==> config.mk <==
export PLATFORM = sky130hd
export DESIGN_NAME = id_decode_stage
export DESIGN_NICKNAME = d
export VERILOG_FILES = /design/src/rtl/id_decode_stage_pkg.sv /design/src/rtl/id_decode_stage_imm_gen.sv /design/src/rtl/id_decode_stage.sv
export SDC_FILE = /design/constraint.sdc
export NUM_CORES = 1
export LEC_CHECK = 0
export BUFFER_PORTS_ARGS = -buffer_cell sky130_fd_sc_hd__buf_4
export CORE_MARGIN = 8
export CORE_UTILIZATION = 35
export CTS_CLUSTER_SIZE = 12
export DETAILED_ROUTE_END_ITERATION = 8
export GPL_ROUTABILITY_DRIVEN = 0
export HOLD_SLACK_MARGIN = 0.02
export PLACE_DENSITY = 0.67
export SETUP_SLACK_MARGIN = 0.3
export SYNTH_ARGS = -nofsm -noshare
export SYNTH_HDL_FRONTEND = slang
export SYNTH_HIERARCHICAL = 1
export SYNTH_SLANG_ARGS = --single-unit
==> constraint.sdc <==
create_clock -name clk -period 2.5 [get_ports clk]
set_clock_uncertainty 0.05 [all_clocks]
set_input_delay 0.5 -clock clk [delete_from_list [all_inputs] [get_ports clk]]
set_output_delay 0.5 -clock clk [all_outputs]
set_load 0.05 [all_outputs]
==> src/rtl/id_decode_stage_pkg.sv <==
`default_nettype none
// ============================================================================
//  Module      : id_decode_stage_pkg
//  Description : Shared opcode/funct constants, store-width encodings and the
//                decoded control bundle carried by the ID/EX register.
//  Revision    : 1.0 - initial release
// ============================================================================
package id_decode_stage_pkg;

    // Major opcodes (instr[6:0])
    localparam logic [6:0] OPC_LUI    = 7'b0110111;
    localparam logic [6:0] OPC_AUIPC  = 7'b0010111;
    localparam logic [6:0] OPC_JAL    = 7'b1101111;
    localparam logic [6:0] OPC_JALR   = 7'b1100111;
    localparam logic [6:0] OPC_BRANCH = 7'b1100011;
    localparam logic [6:0] OPC_LOAD   = 7'b0000011;
    localparam logic [6:0] OPC_STORE  = 7'b0100011;
    localparam logic [6:0] OPC_OP_IMM = 7'b0010011;
    localparam logic [6:0] OPC_OP     = 7'b0110011;
    localparam logic [6:0] OPC_SYSTEM = 7'b1110011;

    // Store widths
    localparam logic [2:0] F3_SB = 3'b000;
    localparam logic [2:0] F3_SH = 3'b001;
    localparam logic [2:0] F3_SW = 3'b010;

    // Unsigned load widths
    localparam logic [2:0] F3_LBU = 3'b100;
    localparam logic [2:0] F3_LHU = 3'b101;

    // SYSTEM funct3: 000 is ECALL/EBREAK/xRET, everything else is a CSR op
    localparam logic [2:0] F3_PRIV   = 3'b000;
    localparam logic [2:0] F3_CSRRW  = 3'b001;
    localparam logic [2:0] F3_CSRRS  = 3'b010;
    localparam logic [2:0] F3_CSRRC  = 3'b011;
    localparam logic [2:0] F3_CSRRWI = 3'b101;
    localparam logic [2:0] F3_CSRRSI = 3'b110;
    localparam logic [2:0] F3_CSRRCI = 3'b111;

    // funct7 selecting the M extension inside OP
    localparam logic [6:0] F7_MULDIV = 7'b0000001;

    // Store-width encoding presented to EX
    localparam logic [1:0] WRITE_IDLE = 2'b00;
    localparam logic [1:0] WRITE_BYTE = 2'b01;
    localparam logic [1:0] WRITE_HALF = 2'b10;
    localparam logic [1:0] WRITE_WORD = 2'b11;

    // Decoded control bundle (everything except PC and immediate)
    typedef struct packed {
        logic [4:0]  rs1;
        logic [4:0]  rs2;
        logic [4:0]  rd;
        logic [2:0]  funct3;
        logic [6:0]  funct7;
        logic        branch;
        logic        memread;
        logic        memtoreg;
        logic        alusrc;
        logic        regwrite;
        logic [1:0]  memwrite;
        logic        load_unsigned;
        logic        csr_we;
        logic [11:0] csr_addr;
        logic        is_muldiv;
        logic        illegal;
    } ctrl_t;

    // Formats that carry a real rs2 field (R, S, B)
    function automatic logic uses_rs2(input logic [6:0] opcode);
        return (opcode == OPC_OP) || (opcode == OPC_STORE) || (opcode == OPC_BRANCH);
    endfunction

endpackage
`default_nettype wire

==> src/rtl/id_decode_stage_imm_gen.sv <==
`default_nettype none
// ============================================================================
//  Module      : id_decode_stage_imm_gen
//  Description : Immediate generator. Picks the I/S/B/U/J layout from the
//                opcode and sign-extends bit 31 to XLEN. R-type and unknown
//                opcodes produce zero.
//  Revision    : 1.0 - initial release
// ============================================================================
module id_decode_stage_imm_gen
    import id_decode_stage_pkg::*;
#(
    parameter int XLEN = 32
) (
    input  logic [31:0]     i_instr,
    output logic [XLEN-1:0] o_imm
);

    logic [31:0] imm32;

    // Assemble the 32-bit immediate for the instruction's format
    always_comb begin
        imm32 = '0;
        case (i_instr[6:0])
            OPC_OP_IMM, OPC_LOAD, OPC_JALR:
                imm32 = {{20{i_instr[31]}}, i_instr[31:20]};
            OPC_STORE:
                imm32 = {{20{i_instr[31]}}, i_instr[31:25], i_instr[11:7]};
            OPC_BRANCH:
                imm32 = {{19{i_instr[31]}}, i_instr[31], i_instr[7],
                         i_instr[30:25], i_instr[11:8], 1'b0};
            OPC_LUI, OPC_AUIPC:
                imm32 = {i_instr[31:12], 12'b0};
            OPC_JAL:
                imm32 = {{11{i_instr[31]}}, i_instr[31], i_instr[19:12],
                         i_instr[20], i_instr[30:21], 1'b0};
            default:
                imm32 = '0;
        endcase
    end

    // Widen to XLEN by replicating the sign bit on RV64
    generate
        if (XLEN > 32) begin : g_sext
            assign o_imm = {{(XLEN-32){imm32[31]}}, imm32};
        end else begin : g_native
            assign o_imm = imm32[XLEN-1:0];
        end
    endgenerate

endmodule
`default_nettype wire

==> src/rtl/id_decode_stage.sv <==
`default_nettype none
// ============================================================================
//  Module      : id_decode_stage
//  Description : Registered RV32I/RV64I decode stage with IF/EX valid-ready
//                handshake, load-use interlock, branch flush and optional
//                CSR / M-extension decode.
//  Revision    : 1.0 - initial release
// ============================================================================
module id_decode_stage
    import id_decode_stage_pkg::*;
#(
    parameter int XLEN   = 32,
    parameter bit EN_CSR = 1'b1,
    parameter bit EN_M   = 1'b0
) (
    input  logic            clk,
    input  logic            rst,
    input  logic            in_valid,
    output logic            in_ready,
    input  logic [31:0]     in_instr,
    input  logic [XLEN-1:0] in_pc,
    input  logic            flush,
    input  logic            ex_memread,
    input  logic [4:0]      ex_rd,
    output logic            out_valid,
    input  logic            out_ready,
    output logic [XLEN-1:0] out_pc,
    output logic [4:0]      out_rs1,
    output logic [4:0]      out_rs2,
    output logic [4:0]      out_rd,
    output logic [2:0]      out_funct3,
    output logic [6:0]      out_funct7,
    output logic [XLEN-1:0] out_imm,
    output logic            out_branch,
    output logic            out_memread,
    output logic            out_memtoreg,
    output logic            out_alusrc,
    output logic            out_regwrite,
    output logic [1:0]      out_memwrite,
    output logic            out_load_unsigned,
    output logic            out_csr_we,
    output logic [11:0]     out_csr_addr,
    output logic            out_is_muldiv,
    output logic            out_illegal
);

    logic [6:0]      opcode;
    logic [4:0]      rs1;
    logic [4:0]      rs2;
    logic [4:0]      rd;
    logic [2:0]      funct3;
    logic [6:0]      funct7;
    logic [XLEN-1:0] imm_dec;
    ctrl_t           dec;

    logic            stall;
    logic            advance;
    logic            accept;

    logic            valid_q, valid_d;
    ctrl_t           ctrl_q,  ctrl_d;
    logic [XLEN-1:0] imm_q,   imm_d;
    logic [XLEN-1:0] pc_q,    pc_d;

    assign opcode = in_instr[6:0];
    assign rd     = in_instr[11:7];
    assign funct3 = in_instr[14:12];
    assign rs1    = in_instr[19:15];
    assign rs2    = in_instr[24:20];
    assign funct7 = in_instr[31:25];

    id_decode_stage_imm_gen #(
        .XLEN    (XLEN)
    ) u_imm_gen (
        .i_instr (in_instr),
        .o_imm   (imm_dec)
    );

    // Combinational decode of the incoming instruction into the control bundle
    always_comb begin
        dec        = '0;
        dec.rs1    = rs1;
        dec.rs2    = rs2;
        dec.rd     = rd;
        dec.funct3 = funct3;
        dec.funct7 = funct7;
        case (opcode)
            OPC_LUI, OPC_AUIPC, OPC_OP_IMM: begin
                dec.alusrc   = 1'b1;
                dec.regwrite = 1'b1;
            end
            OPC_JAL, OPC_JALR: begin
                dec.branch   = 1'b1;
                dec.alusrc   = 1'b1;
                dec.regwrite = 1'b1;
            end
            OPC_BRANCH: begin
                dec.branch = 1'b1;
                dec.alusrc = 1'b1;
            end
            OPC_LOAD: begin
                dec.memread       = 1'b1;
                dec.memtoreg      = 1'b1;
                dec.alusrc        = 1'b1;
                dec.regwrite      = 1'b1;
                dec.load_unsigned = (funct3 == F3_LBU) || (funct3 == F3_LHU);
            end
            OPC_STORE: begin
                dec.alusrc = 1'b1;
                case (funct3)
                    F3_SB:   dec.memwrite = WRITE_BYTE;
                    F3_SH:   dec.memwrite = WRITE_HALF;
                    F3_SW:   dec.memwrite = WRITE_WORD;
                    default: dec.illegal  = 1'b1;
                endcase
            end
            OPC_OP: begin
                if (funct7 == F7_MULDIV) begin
                    // M-extension encoding: legal only when the unit exists
                    if (EN_M) begin
                        dec.is_muldiv = 1'b1;
                        dec.regwrite  = 1'b1;
                    end else begin
                        dec.illegal   = 1'b1;
                    end
                end else begin
                    dec.regwrite = 1'b1;
                end
            end
            OPC_SYSTEM: begin
                if (!EN_CSR) begin
                    dec.illegal = 1'b1;
                end else if (funct3 != F3_PRIV) begin
                    dec.csr_addr = in_instr[31:20];
                    // Set/clear with a zero source never modifies the CSR
                    dec.csr_we   = !(((funct3 == F3_CSRRS)  || (funct3 == F3_CSRRC) ||
                                      (funct3 == F3_CSRRSI) || (funct3 == F3_CSRRCI)) &&
                                     (rs1 == 5'd0));
                    dec.regwrite = (rd != 5'd0);
                end
            end
            default: begin
                dec.illegal = 1'b1;
            end
        endcase
    end

    // Load-use interlock and handshake qualifiers
    always_comb begin
        stall    = in_valid && ex_memread && (ex_rd != 5'd0) &&
                   ((ex_rd == rs1) || (uses_rs2(opcode) && (ex_rd == rs2)));
        advance  = !valid_q || out_ready;
        in_ready = !rst && advance && !stall && !flush;
        accept   = in_valid && in_ready;
    end

    // Next state of the ID/EX register: flush kills, stall inserts a bubble
    always_comb begin
        valid_d = valid_q;
        ctrl_d  = ctrl_q;
        imm_d   = imm_q;
        pc_d    = pc_q;
        if (flush) begin
            valid_d = 1'b0;
        end else if (advance) begin
            valid_d = accept;
            if (accept) begin
                ctrl_d = dec;
                imm_d  = imm_dec;
                pc_d   = in_pc;
            end
        end
    end

    // ID/EX pipeline register
    always_ff @(posedge clk) begin
        if (rst) begin
            valid_q <= 1'b0;
            ctrl_q  <= '0;
            imm_q   <= '0;
            pc_q    <= '0;
        end else begin
            valid_q <= valid_d;
            ctrl_q  <= ctrl_d;
            imm_q   <= imm_d;
            pc_q    <= pc_d;
        end
    end

    assign out_valid         = valid_q;
    assign out_pc            = pc_q;
    assign out_imm           = imm_q;
    assign out_rs1           = ctrl_q.rs1;
    assign out_rs2           = ctrl_q.rs2;
    assign out_rd            = ctrl_q.rd;
    assign out_funct3        = ctrl_q.funct3;
    assign out_funct7        = ctrl_q.funct7;
    assign out_branch        = ctrl_q.branch;
    assign out_memread       = ctrl_q.memread;
    assign out_memtoreg      = ctrl_q.memtoreg;
    assign out_alusrc        = ctrl_q.alusrc;
    assign out_regwrite      = ctrl_q.regwrite;
    assign out_memwrite      = ctrl_q.memwrite;
    assign out_load_unsigned = ctrl_q.load_unsigned;
    assign out_csr_we        = ctrl_q.csr_we;
    assign out_csr_addr      = ctrl_q.csr_addr;
    assign out_is_muldiv     = ctrl_q.is_muldiv;
    assign out_illegal       = ctrl_q.illegal;

endmodule
`default_nettype wire

Word level (Yosys, flattened, before mapping) --
Index checks and enable logic that the tools add are counted.
Storage, ports and cells: flip-flop bits (word level) 112, bits of input ports 75, output and inout bits 114, logic and storage cells 90
Cells by class: equal/unequal tests 20, mux-type cells 15, bitwise logic cells 1, reduce and logical (&&, ||, !) cells 36
Operators by type and width (count):
- $pmux 32 s5 | 1
- $eq 7x7->1 const B | 4
- $mux 13 | 2
- $eq 7x6->1 const B | 3
- $reduce_or 8->1 | 2
- $eq 7x5->1 const B | 2
- $eq 3x3->1 const B | 4
- $eq 5x5->1 | 2
- $reduce_bool 5->1 | 2
- $logic_and 1x1->1 | 9
- $reduce_or 3->1 | 3
- $logic_or 1x1->1 | 8
- $eq 7x1->1 const B | 1
- $eq 7x2->1 const B | 1
- $mux 1 | 7
- $eq 3x2->1 const B | 2
- $pmux 1 s3 | 2
- $pmux 2 s3 | 1
- $reduce_or 6->1 | 1
- $logic_not 1->1 | 5
- $logic_not 5->1 | 1
- $mux 2 | 2
- $reduce_or 2->1 | 2
- $eq 3x1->1 const B | 1
- 4 further kinds | 4

Depth between registers and ports, before layout --
Gate-level depths: netlist of run 1.
depth after elaboration 11, gate-level depth with buffers 10, gate-level depth less buffers 6

Modules after synthesis --
The synthesis of run 1 kept the hierarchy.
Modules (own cells, without submodules):
- id_decode_stage | instances 1, cells each 555, area each 4708.3 um2, sequential area each 2222.1 um2
- id_decode_stage_imm_gen | instances 1, cells each 79, area each 546.8 um2, sequential area each 0.0 um2

Worst setup path before layout of run 1 --
OpenSTA, ideal clock, no wires.
path type input -> output, from input port ex_rd[0], to output port in_ready, data arrival time 2.860 ns, data required time 1.950 ns, path slack -0.910 ns, cell stages on the path 7, buffers on the path 3, cell sequence or4_1 -> o21ai_0 -> o21ba_1 -> buf_6 -> buf_12 -> buf_8 -> a21boi_0
Between the ends: word-level cells in the longest chain between the ends 7, elaborated cells between the ends (all ways) 10, those cells by class 2 x eq/ne; 8 x reduce/logical
Ends and longest elaborated chain:
- start: declaration | RTL line id_decode_stage.sv:24 | input logic [4:0] ex_rd,
- $eq 5x5->1 | RTL line id_decode_stage.sv:151 | ((ex_rd == rs1) || (uses_rs2(opcode) && (ex_rd == rs2)));
- $logic_and 1x1->1 | RTL line id_decode_stage.sv:151
- $logic_or 1x1->1 | RTL line id_decode_stage.sv:151
- $logic_and 1x1->1 (*) | RTL line id_decode_stage.sv:150 | stall = in_valid && ex_memread && (ex_rd != 5'd0) &&
- $logic_not 1->1 (*) | RTL line id_decode_stage.sv:153 | in_ready = !rst && advance && !stall && !flush;
- $logic_and 1x1->1 (*) (2 in a row) | RTL line id_decode_stage.sv:153
- end: declaration | RTL line id_decode_stage.sv:19 | output logic in_ready,
Every way passes the cells marked *; elsewhere a longest branch is shown, timed or not.

Worst setup path after layout of run 1 --
from input port in_instr[2], to output port in_ready
Between the ends: word-level cells in the longest chain between the ends 9, elaborated cells between the ends (all ways) 11, those cells by class 3 x eq/ne; 8 x reduce/logical
Ends and longest elaborated chain:
- start: declaration | RTL line id_decode_stage.sv:20 | input logic [31:0] in_instr,
- $eq 7x6->1 | RTL line id_decode_stage_pkg.sv:71 | return (opcode == OPC_OP) || (opcode == OPC_STORE) || (opcode == OPC_BRANCH);
- $logic_or 1x1->1 | RTL line id_decode_stage_pkg.sv:71
- $logic_or 1x1->1 (*) | RTL line id_decode_stage_pkg.sv:71
- $logic_and 1x1->1 (*) | RTL line id_decode_stage.sv:151
- $logic_or 1x1->1 (*) | RTL line id_decode_stage.sv:151
- $logic_and 1x1->1 (*) | RTL line id_decode_stage.sv:150
- $logic_not 1->1 (*) | RTL line id_decode_stage.sv:153
- $logic_and 1x1->1 (*) (2 in a row) | RTL line id_decode_stage.sv:153
Marks and branches as above.

==> results of run 1 <==
==> repair_timing <==
action                     4_1_cts  5_1_grt
setup endpoints to repair        1       38
buffers inserted                 1        0
pin swaps                        1        1
resized for setup                0        8
gates cloned                     0        1
==> where the power goes <==
group          switching [uW]  internal (uW)
sequential               16.8           1800
clock                     663            695
combinational             389            229
total                    1070           2730
==> metal layers <==
| layer | global-route usage | part of all wire | vias up |
|---|---|---|---|
| met2 | 0.2903 | 0.46 | 218 |
| met4 | 0.08181 | 0.030 | 0 |
| met1 | 0.2441 | 0.42 | 2625 |
| met5 | 0 | 0 | - |
| met3 | 0.05445 | 0.086 | 34 |
| li1 | - | - | 2615 |
==> kinds of logic (layout without fill, tap and decap cells) <==
kind of cell / Yosys count / in the layout
xor+xnor: 11 / 11
flops: 111 / 111
compound gates: 238 / 238
mux: 14 / 14
buf+inv: 72 / 240
simple gates: 187 / 187
other cells: 1 / 1
==> worst max-delay path: stages <==
cell       delay [ns]
buf_6            0.10
or4b_4           0.56
a2111oi_4        0.27
o21ba_4          0.23
a21boi_4         0.06
buf_8            0.15
==> cell usage after synthesis, types with 2 or more instances <==
master      n  area (sq um)
buf_6       4         45.04
nand2b_1    3         18.77
mux2i_1    14         140.1
buf_1       9         33.78
a21oi_2     6         52.55
xnor2_1     8         70.07
or4_1       5         37.54
nor3b_1     3         22.52
clkbuf_1   29         108.9
a31o_2      3         26.28
buf_4       3         22.52
a22o_1      4         35.03
or3_1       2         12.51
dfxtp_1   111          2222
clkbuf_2    7         35.03
inv_1       3         11.26
nor2_1      3         11.26
nor4_1      2         12.51
o21ai_1     9         45.04
and3b_1     2         17.52
a21oi_1    89         445.4
xor2_1      3         26.28
buf_2      13         65.06
a21o_2      8         70.07
nand3b_1    2         15.01
nand3_1   104         520.5
o31ai_1     4         30.03
o211ai_1    2         15.01
and3b_2     2         20.02
nor3_1      8         40.04
nor2b_1     4         25.02
or4b_2      2         20.02
buf_12      2         40.04
o21a_1      2         15.01
and2b_1     3         22.52
o21ai_0    89         445.4
o21ai_2     7         61.31
nand2_1    31         116.4
==> stage by stage <==
step | cells | utilization
5_1_grt | 986 | 0.4943
3_5_place_dp | 970 | 0.4722
3_3_place_gp | 970 | 0.4722
2_1_floorplan | 634 | -
6_report | 986 | 0.4943
4_1_cts | 985 | 0.4907
==> final timing paths <==
| path | startpoint | end | slack (ns) | depth (start not counted) |
|---|---|---|---|---|
| max | in_instr[2] | in_ready | 0.09 | 6 |
| min | flush | out_valid | 0.27 | 2 |
| max reg2reg | out_valid | out_pc[25] | 0.73 | 6 |
| min reg2reg | out_pc[28] | out_pc[28] | 0.41 | 2 |
==> flip-flops by register name, summed over array words and instances, names as in the netlist, 2 cells and up <==
register	count
out_pc	32
out_rd	5
out_rs1	5
out_memwrite	2
out_funct7	7
out_imm	32
out_rs2	5
out_funct3	3
out_csr_addr	12
==> area by class of cell <==
cell class | count | area share
Multi-Input combinational cell | 451 | 0.3739
Sequential cell | 111 | 0.3082
Timing Repair Buffer | 222 | 0.2476
Clock buffer | 11 | 0.03366
Tap cell | 184 | 0.03193
Clock inverter | 3 | 0.002603
Inverter | 4 | 0.002082
==> metrics.txt, run 1 <==
Pwr Total 3794 uW; hold slack 0.2682 ns; status finished clean; largest net degree at the start of global routing 101; Yosys warnings 6; Synth Area in XOR/XNOR 0.01833; Placed Area 0.006889 sq mm; PwrDens 526.2 mW/mm^2; setup violators final 0; CTS max path bufs 2; largest family of logic cells by synthesized area compound AO/OA/AOI/OAI gates; Max Cap Viol 0; Ports 189; Setup TNS 0 ns; Post-Synth Adder-Cell Area 0; Post-Synth Simple-Gate Area 0.1924; vias in the first global route 5126; layout cells sized above 1 0.3479; Cell Rows 44; Die Height 138.5 microns; number of H-tree levels 3; Post-synth EDFFs 0; Worst Tran Pin Value 0.5672 ns; CTS tree built; Netlist cell types 67; Final period util 0.9654; Post-layout nets 874; syn_nets 709; synth-to-layout area growth 37.21%; clk sink count 111; Initial DRT Pass Iterations 5; register area share after synthesis 0.4229; Mapped Area 0.005255 sq mm; CP Max Fanout 3; Root Buffer clkbuf_16; Primary FF master, synth dfxtp_1; Min-Delay Path Class input pin to flop; Die ar. 0.01919 sq mm; Hold Buf Count CTS 0; Ant. Diodes 0; die width 138.5 microns; Antenna Nets Post-Route 0; drc violations 0; Clk Latency, worst-skew pair 0.34 ns; dpl ws -0.0005049 ns; drt wl/cell 19.65 microns; area occupied by multi-input gates 0.002696 sq mm; ys async rst share 0; CP endpoint kind primary output; Detailed Route WL 19.37 mm; hpwl dp 13.49 mm; total track usage 0.1900; first-pass GRT wire length 29.73 mm; Max Fclk 0.4143 GHz; Storage cell area 0.002222 sq mm; Pleak 0.002895 uW; number of DRC markers in iteration 0 394; GR Overflow Total 0; Vias/cell 5.570; final hold vios 0; IO Port Bufs 187; design area 0.007211 sq mm; Worst EP required 1.95 ns; Final WS setup 0.08651 ns; Critical Path AT 1.86 ns; Slew Limit Fails 0; crit path time final 2.413 ns; Slew Limit Headroom 0.6195; Synth Area in Compound Gates 0.2667; number of antenna violations at the first check in global routing 0; routed vias 5492; RSZ-0062 raised after global routing yes; clk slew on worst S/H paths 0.06 ns; fill cell count 1453; crit path kind input pin to primary output; post-synthesis cell count 634; most frequent cells in the layout buf_4 (209), dfxtp_1 (111), nand3_1 (104); Initial Util 0.3602; Worst VDD drop 353.4 uV; CP Launch Type input pin; mux contribution to synthesized area 0.02667; Num CTS Buffers 9; most common cell after layout, fill and taps aside buf_4; Core Region 0.01459 sq mm; Synth Register Bits 111; Mean Syn Cell Area 8.289 sq um
No activity file was read; power rests on OpenSTA's default activity.
==> run 2: changes to the inputs <==
Settings changed: CORE_ASPECT_RATIO set to 0.9.
==> run 2 against run 1 <==
  * Utilization down 0.22 points
  * Wire length down 2.5%
  * Final area up 0.40%
  * Worst hold slack worse by 0.0094 ns
  * Highest routed layer unchanged
==> metrics.txt, run 2 (synthesis gave the netlist of run 1 again) <==
Slew Limit Fails 0 (unchanged); CP endpoint kind primary output; Max Fclk 0.4198 GHz (+1.3%); Cell Rows 42 (-4.5%); setup violators final 0 (unchanged); Combinational Power Share 0.159 (-0.004); total track usage 0.1881 (-0.001804); Detailed Route WL 18.89 mm (-2.5%); Antenna Nets Post-Route 0 (unchanged); Worst EP required 1.95 ns (about the same); Placed Area 0.006912 sq mm (+0.33%); Slew Limit Headroom 0.6566 (+0.03709); post-layout util 0.4920 (-0.002247); drc violations 0 (unchanged); dpl ws -0.01447 ns (-0.01396 ns); Ports 189 (unchanged); Die Height 132.2 microns (-4.5%); Num CTS Buffers 9 (unchanged); Hold Buf Count CTS 0 (unchanged); largest net degree at the start of global routing 101 (unchanged); number of antenna violations at the first check in global routing 0 (unchanged); Initial Util 0.3571 (-0.003063); Int Power 2732 uW (+0.24%); Flop pwr share 0.472 (-0.007); hpwl dp 13.56 mm (+0.50%); final hold vios 0 (unchanged); CTS tree built; number of DRC markers in iteration 0 424 (+7.6%); status finished clean; Worst VDD drop 389.7 uV (+10%); most frequent cells in the layout buf_4 (209), dfxtp_1 (111), nand3_1 (104); IO Port Bufs 187 (unchanged); Final period util 0.9528 (-0.01261); Pleak 0.002896 uW (about the same); GR Overflow Total 0 (unchanged); crit path kind input pin to primary output; Net Sw Frac 0.2913 (+0.009567); routed vias 5342 (-2.7%); CP Launch Type input pin; Post-layout nets 872 (-0.23%); clk slew on worst S/H paths 0.07 ns (about the same); Core Region 0.01471 sq mm (+0.86%); layout cells sized above 1 0.3529 (+0.004988); most common cell after layout, fill and taps aside buf_4; Root Buffer clkbuf_16; Setup TNS 0 ns (unchanged); number of H-tree levels 3 (unchanged); Clk Latency, worst-skew pair 0.35 ns (about the same); Final WS setup 0.1180 ns (+0.03153 ns); Clock power frac 0.369 (+0.011); Initial DRT Pass Iterations 5 (unchanged); RSZ-0062 raised after global routing yes; synth-to-layout area growth 37.76%; vias in the first global route 5064 (-1.2%); Max Cap Viol 0 (unchanged); Vias/cell 5.342 (-4.1%); first-pass GRT wire length 29.41 mm (-1.0%); Ant. Diodes 0 (unchanged); Worst Tran Pin Value 0.5119 ns (-0.05529 ns); CTS max path bufs 2 (unchanged); CP Max Fanout 2 (-1); die width 145.2 microns (+4.8%); crit path time final 2.382 ns (-0.03153 ns); Min-Delay Path Class input pin to flop; Critical Path AT 1.83 ns (-0.03 ns); Psw 1123 uW (+5.0%); Die ar. 0.01920 sq mm (about the same); clk sink count 111 (unchanged); design area 0.007239 sq mm (+0.40%); PwrDens 532.4 mW/mm^2 (+1.2%); Pwr Total 3854 uW (+1.6%); drt wl/cell 18.89 microns (-3.8%)
[run 2: path summary, 6_finish.rpt]
check | start | end | slack [ns] | cells after the start
setup / recovery | in_instr[2] | in_ready | 0.12 | 6
setup reg to reg | out_valid | out_csr_we | 0.61 | 6
hold / removal | flush | out_valid | 0.26 | 2
hold reg to reg | out_csr_addr[1] | out_csr_addr[1] | 0.41 | 2
[run 2: metrics by stage]
step / hold slack [ns] / std cells
2_1_floorplan: 0.5228 / 634
6_report: 0.2589 / 1000
3_5_place_dp: 0.4046 / 983
5_1_grt: 0.2466 / 1000
4_1_cts: 0.2419 / 1000
3_3_place_gp: 0.3954 / 983
[run 2: metal layers]
metal  vias to the layer above  share of wire  GRT usage
met1                      2521           0.45     0.2461
li1                       2606              -          -
met3                        16          0.085    0.06349
met2                       199           0.45     0.2902
met5                         -              0          0
met4                         0          0.015    0.04853
[run 2: final cells by class]
class / instances / area, sq um
repair buffers: 220 / 1754
clock inverters: 7 / 65.06
well taps: 198 / 247.7
flip-flops and latches: 111 / 2222
clock buffers: 9 / 225.2
fillers: 1473 / 7475
multi-input cells: 451 / 2710
inverters: 4 / 15.01
[run 2: timing repair]
item / in CTS / in global routing
pin swaps: 0 / 0
gates resized for setup: 2 / 6
setup buffers: 1 / 0
setup endpoints to repair: 1 / 25
gates cloned: 0 / 0
[run 2: worst max-delay path, cell delays in order]
cell	delay, ns
buf_4	0.11
or4b_4	0.55
a2111oi_4	0.24
o21ba_4	0.22
a21boi_4	0.06
buf_6	0.15
[run 2: power groups by stage]
| stage | Sequential (uW) | Clock (uW) | Combinational [uW] |
|---|---|---|---|
| floorplan | 1980 | 0 | 214 |
| global placement | 1860 | 0 | 605 |
| detailed placement | 1860 | 0 | 607 |
| CTS | 1820 | 1470 | 610 |
| global route | 1820 | 1540 | 648 |
| finish | 1820 | 1420 | 612 |
==> run 3: changes to the inputs <==
Settings changed: ABC_AREA set to 1, PLACE_DENSITY 0.67 to 0.66, RECOVER_POWER set to 25.
==> run 3 against run 2 <==
  * Synthesized area increased by 12%
  * Final cell count increased by 35%
  * Register-to-register slack improved by 0.30 ns
  * Wire length decreased by 5.7%
  * Final area increased by 3.8%
  * Die area increased by 11%
  * Clock power increased by 7%
  * Combinational power increased by 52%
  * Via count increased by 12%
  * Critical path depth increased by 3
  * Maximum frequency increased by 16%
  * Critical path type unchanged
  * Highest routed layer unchanged
==> metrics.txt, run 3 <==
Cell Rows 45 (+7.1%); Vias/cell 4.417 (-17%); fill cell count 1786 (+21%); Setup TNS 0 ns (unchanged); Initial DRT Pass Iterations 5 (unchanged); mux contribution to synthesized area 0 (-0.02667); Num CTS Buffers 9 (unchanged); Synth Register Bits 111 (unchanged); total track usage 0.1668 (-0.02132); final non-filler cell total 1349 (+35%); CTS max path bufs 2 (unchanged); Worst EP required 1.95 ns (about the same); syn_nets 1044 (+47%); clk slew on worst S/H paths 0.07 ns (about the same); RSZ-0062 raised after global routing no; Mapped Area 0.005884 sq mm (+12%); Die Height 139.0 microns (+5.1%); Post-layout nets 1208 (+39%); Pleak 0.004221 uW (+46%); top sig layer met4; Placed Cells 1333 (+36%); Slowest-stage cell, CP buf_4; post-layout util 0.4508 (-0.04126); CP Depth 9 (+3); hold path depth 3 (+1); ys async rst share 0 (unchanged); CP Max Fanout 7 (+5); R2R cell count 9 (+3); Root Buffer clkbuf_16; GR Overflow Total 0 (unchanged); final hold vios 0 (unchanged); number of H-tree levels 3 (unchanged); Post-synth EDFFs 0 (unchanged); dominant cell type by area after synthesis dfxtp_1; hpwl dp 13.40 mm (-1.2%); most frequent cells in the layout nand2_1 (305), nor2_1 (221), inv_1 (153); post-synthesis cell count 969 (+53%); Bufs and invs on worst path 3 (+1); largest family of logic cells by synthesized area simple AND/OR/NAND/NOR gates; Final period util 0.8229 (-0.1299); Mean Syn Cell Area 6.073 sq um (-27%); Post-Synth Simple-Gate Area 0.4323 (+0.2399); crit path kind input pin to primary output; Slew Limit Headroom 0.5367 (-0.1199); largest net degree at the start of global routing 70 (-31%); Worst Tran Pin Value 0.6979 ns (+0.1860 ns); layout cells sized above 1 0.1599 (-0.1929); vias in the first global route 5619 (+11%); dpl ws 0.2778 ns (+0.2923 ns); register area share after synthesis 0.3776 (-0.04523); Core Region 0.01667 sq mm (+13%); met3 wire length 1.508 mm (-5.8%); Max Fclk 0.4861 GHz (+16%); Clk Latency, worst-skew pair 0.35 ns (about the same); Worst VDD drop 358.5 uV (-8.0%); Synth Area in Compound Gates 0.02381 (-0.2429); Slew Limit Fails 0 (unchanged); Antenna Nets Post-Route 0 (unchanged); Ports 189 (unchanged); PwrDens 579.5 mW/mm^2 (+8.9%); area share of the largest cell type after synthesis 0.3776 (-0.04523); drt wl/cell 13.21 microns (-30%); Critical Path AT 1.51 ns (-0.32 ns); Post-Synth Adder-Cell Area 0 (unchanged); CP endpoint kind primary output; CP Cell Sequence buf_4, nand2_1, inv_1, nand2_2, a21oi_1, nand3_1, nand2_1, a21boi_4, buf_4; Hold Buf Count CTS 0 (unchanged); clk sink count 111 (unchanged); metal2 WL 7.907 mm (-7.2%); cell family with most CP delay buffers and inverters; Final WS setup 0.4427 ns (+0.3247 ns); number of antenna violations at the first check in global routing 0 (unchanged); slowest stage delay, CP 0.23 ns (-0.32 ns); number of DRC markers in iteration 0 339 (-20%); Post-synth top cells nand2_1 (305), nor2_1 (221), inv_1 (153), dfxtp_1 (111), nand3_1 (37); Min-Delay Path Class input pin to flop; Resized cells post-CTS 0 (-2); first-pass GRT wire length 28.89 mm (-1.8%); Initial Util 0.3531 (-0.004065); top cells by area, synth dfxtp_1 (38%), nand2_1 (19%), nor2_1 (14%); IO Port Bufs 187 (unchanged); setup violators final 0 (unchanged); Ant. Diodes 0 (unchanged); Synth Area in XOR/XNOR 0.01340 (-0.004938); M1 WL 8.276 mm (-2.4%); Netlist cell types 29 (-57%); Yosys warnings 6 (unchanged); CTS tree built; most common cell after layout, fill and taps aside nand2_1; Max Cap Viol 0 (unchanged); synth-to-layout area growth 27.66%; most common cell in the netlist nand2_1; die width 152.7 microns (+5.2%); status finished clean; crit path time final 2.057 ns (-0.3247 ns); drc violations 0 (unchanged); Die ar. 0.02122 sq mm (+11%); Detailed Route WL 17.82 mm (-5.7%); CP Launch Type input pin; routed vias 5959 (+12%); Primary FF master, synth dfxtp_1; Setup Buffers After CTS 0 (-1)
[run 3: cell count changes after synthesis, sizes merged, moves of 6 or more]
cell	delta
o21ai	-94
nand2	+283
nand3	-64
nand4	+30
clkbuf	-26
xnor2	-6
inv	+154
mux2i	-14
a21o	-9
nor2	+223
a21oi	-82
[run 3: where the power goes]
| part | internal [uW] | leakage (uW) | switching [uW] |
|---|---|---|---|
| registers | 1850 | 0.000906 | 44.3 |
| logic | 274 | 0.00316 | 658 |
| clock network | 842 | 0.000156 | 683 |
[run 3: kinds of logic after synthesis]
| kind of cell | count (synthesis) |
|---|---|
| other | 1 |
| AO/OA/AOI/OAI | 27 |
| XOR/XNOR | 9 |
| AND/OR/NAND/NOR | 618 |
| flip-flops | 111 |
| buffers and inverters | 203 |
[run 3: final cells by class]
type                            instances  area, sq um  share of cell area
Clock inverter                          5        65.06            0.008661
Sequential cell                       111         2222              0.2958
Inverter                              157        589.3             0.07845
Clock buffer                           11        252.7             0.03364
Tap cell                              211        264.0             0.03514
Multi-Input combinational cell        655         2785              0.3708
Timing Repair Buffer                  199         1334              0.1775
[run 3: layer usage]
metal,GRT usage,vias to the layer above
met3,0.06573,10
li1,-,3191
met4,0.03434,0
met5,0,-
met1,0.2070,2587
met2,0.2689,171
[run 3: final timing paths]
| kind | startpoint | to | slack, ns |
|---|---|---|---|
| worst max-delay path | in_instr[1] | in_ready | 0.44 |
| worst min-delay path | in_pc[29] | out_pc[29] | 0.31 |
| worst max register to register | out_valid | out_csr_addr[10] | 0.91 |
| worst min register to register | out_csr_addr[1] | out_csr_addr[1] | 0.41 |
[run 3: stage by stage]
| step | total power, uW | instance area, sq um | hold WS, ns |
|---|---|---|---|
| 6_report | 4354 | 7512 | 0.3106 |
| 3_3_place_gp | 2905 | 7405 | 0.3985 |
| 3_5_place_dp | 2912 | 7405 | 0.4054 |
| 2_1_floorplan | 2572 | 5906 | 0.5849 |
| 4_1_cts | 4456 | 7722 | 0.2944 |
| 5_1_grt | 4571 | 7512 | 0.3039 |
[run 3: worst reg2reg max path: stages (launching register included)]
cell,delay [ns]
dfxtp_1,0.33
inv_1,0.04
nor2_1,0.14
nor2_2,0.08
buf_4,0.20
nand3_4,0.15
buf_12,0.29
nand2_1,0.10
nand2_1,0.07
nor2_1,0.05
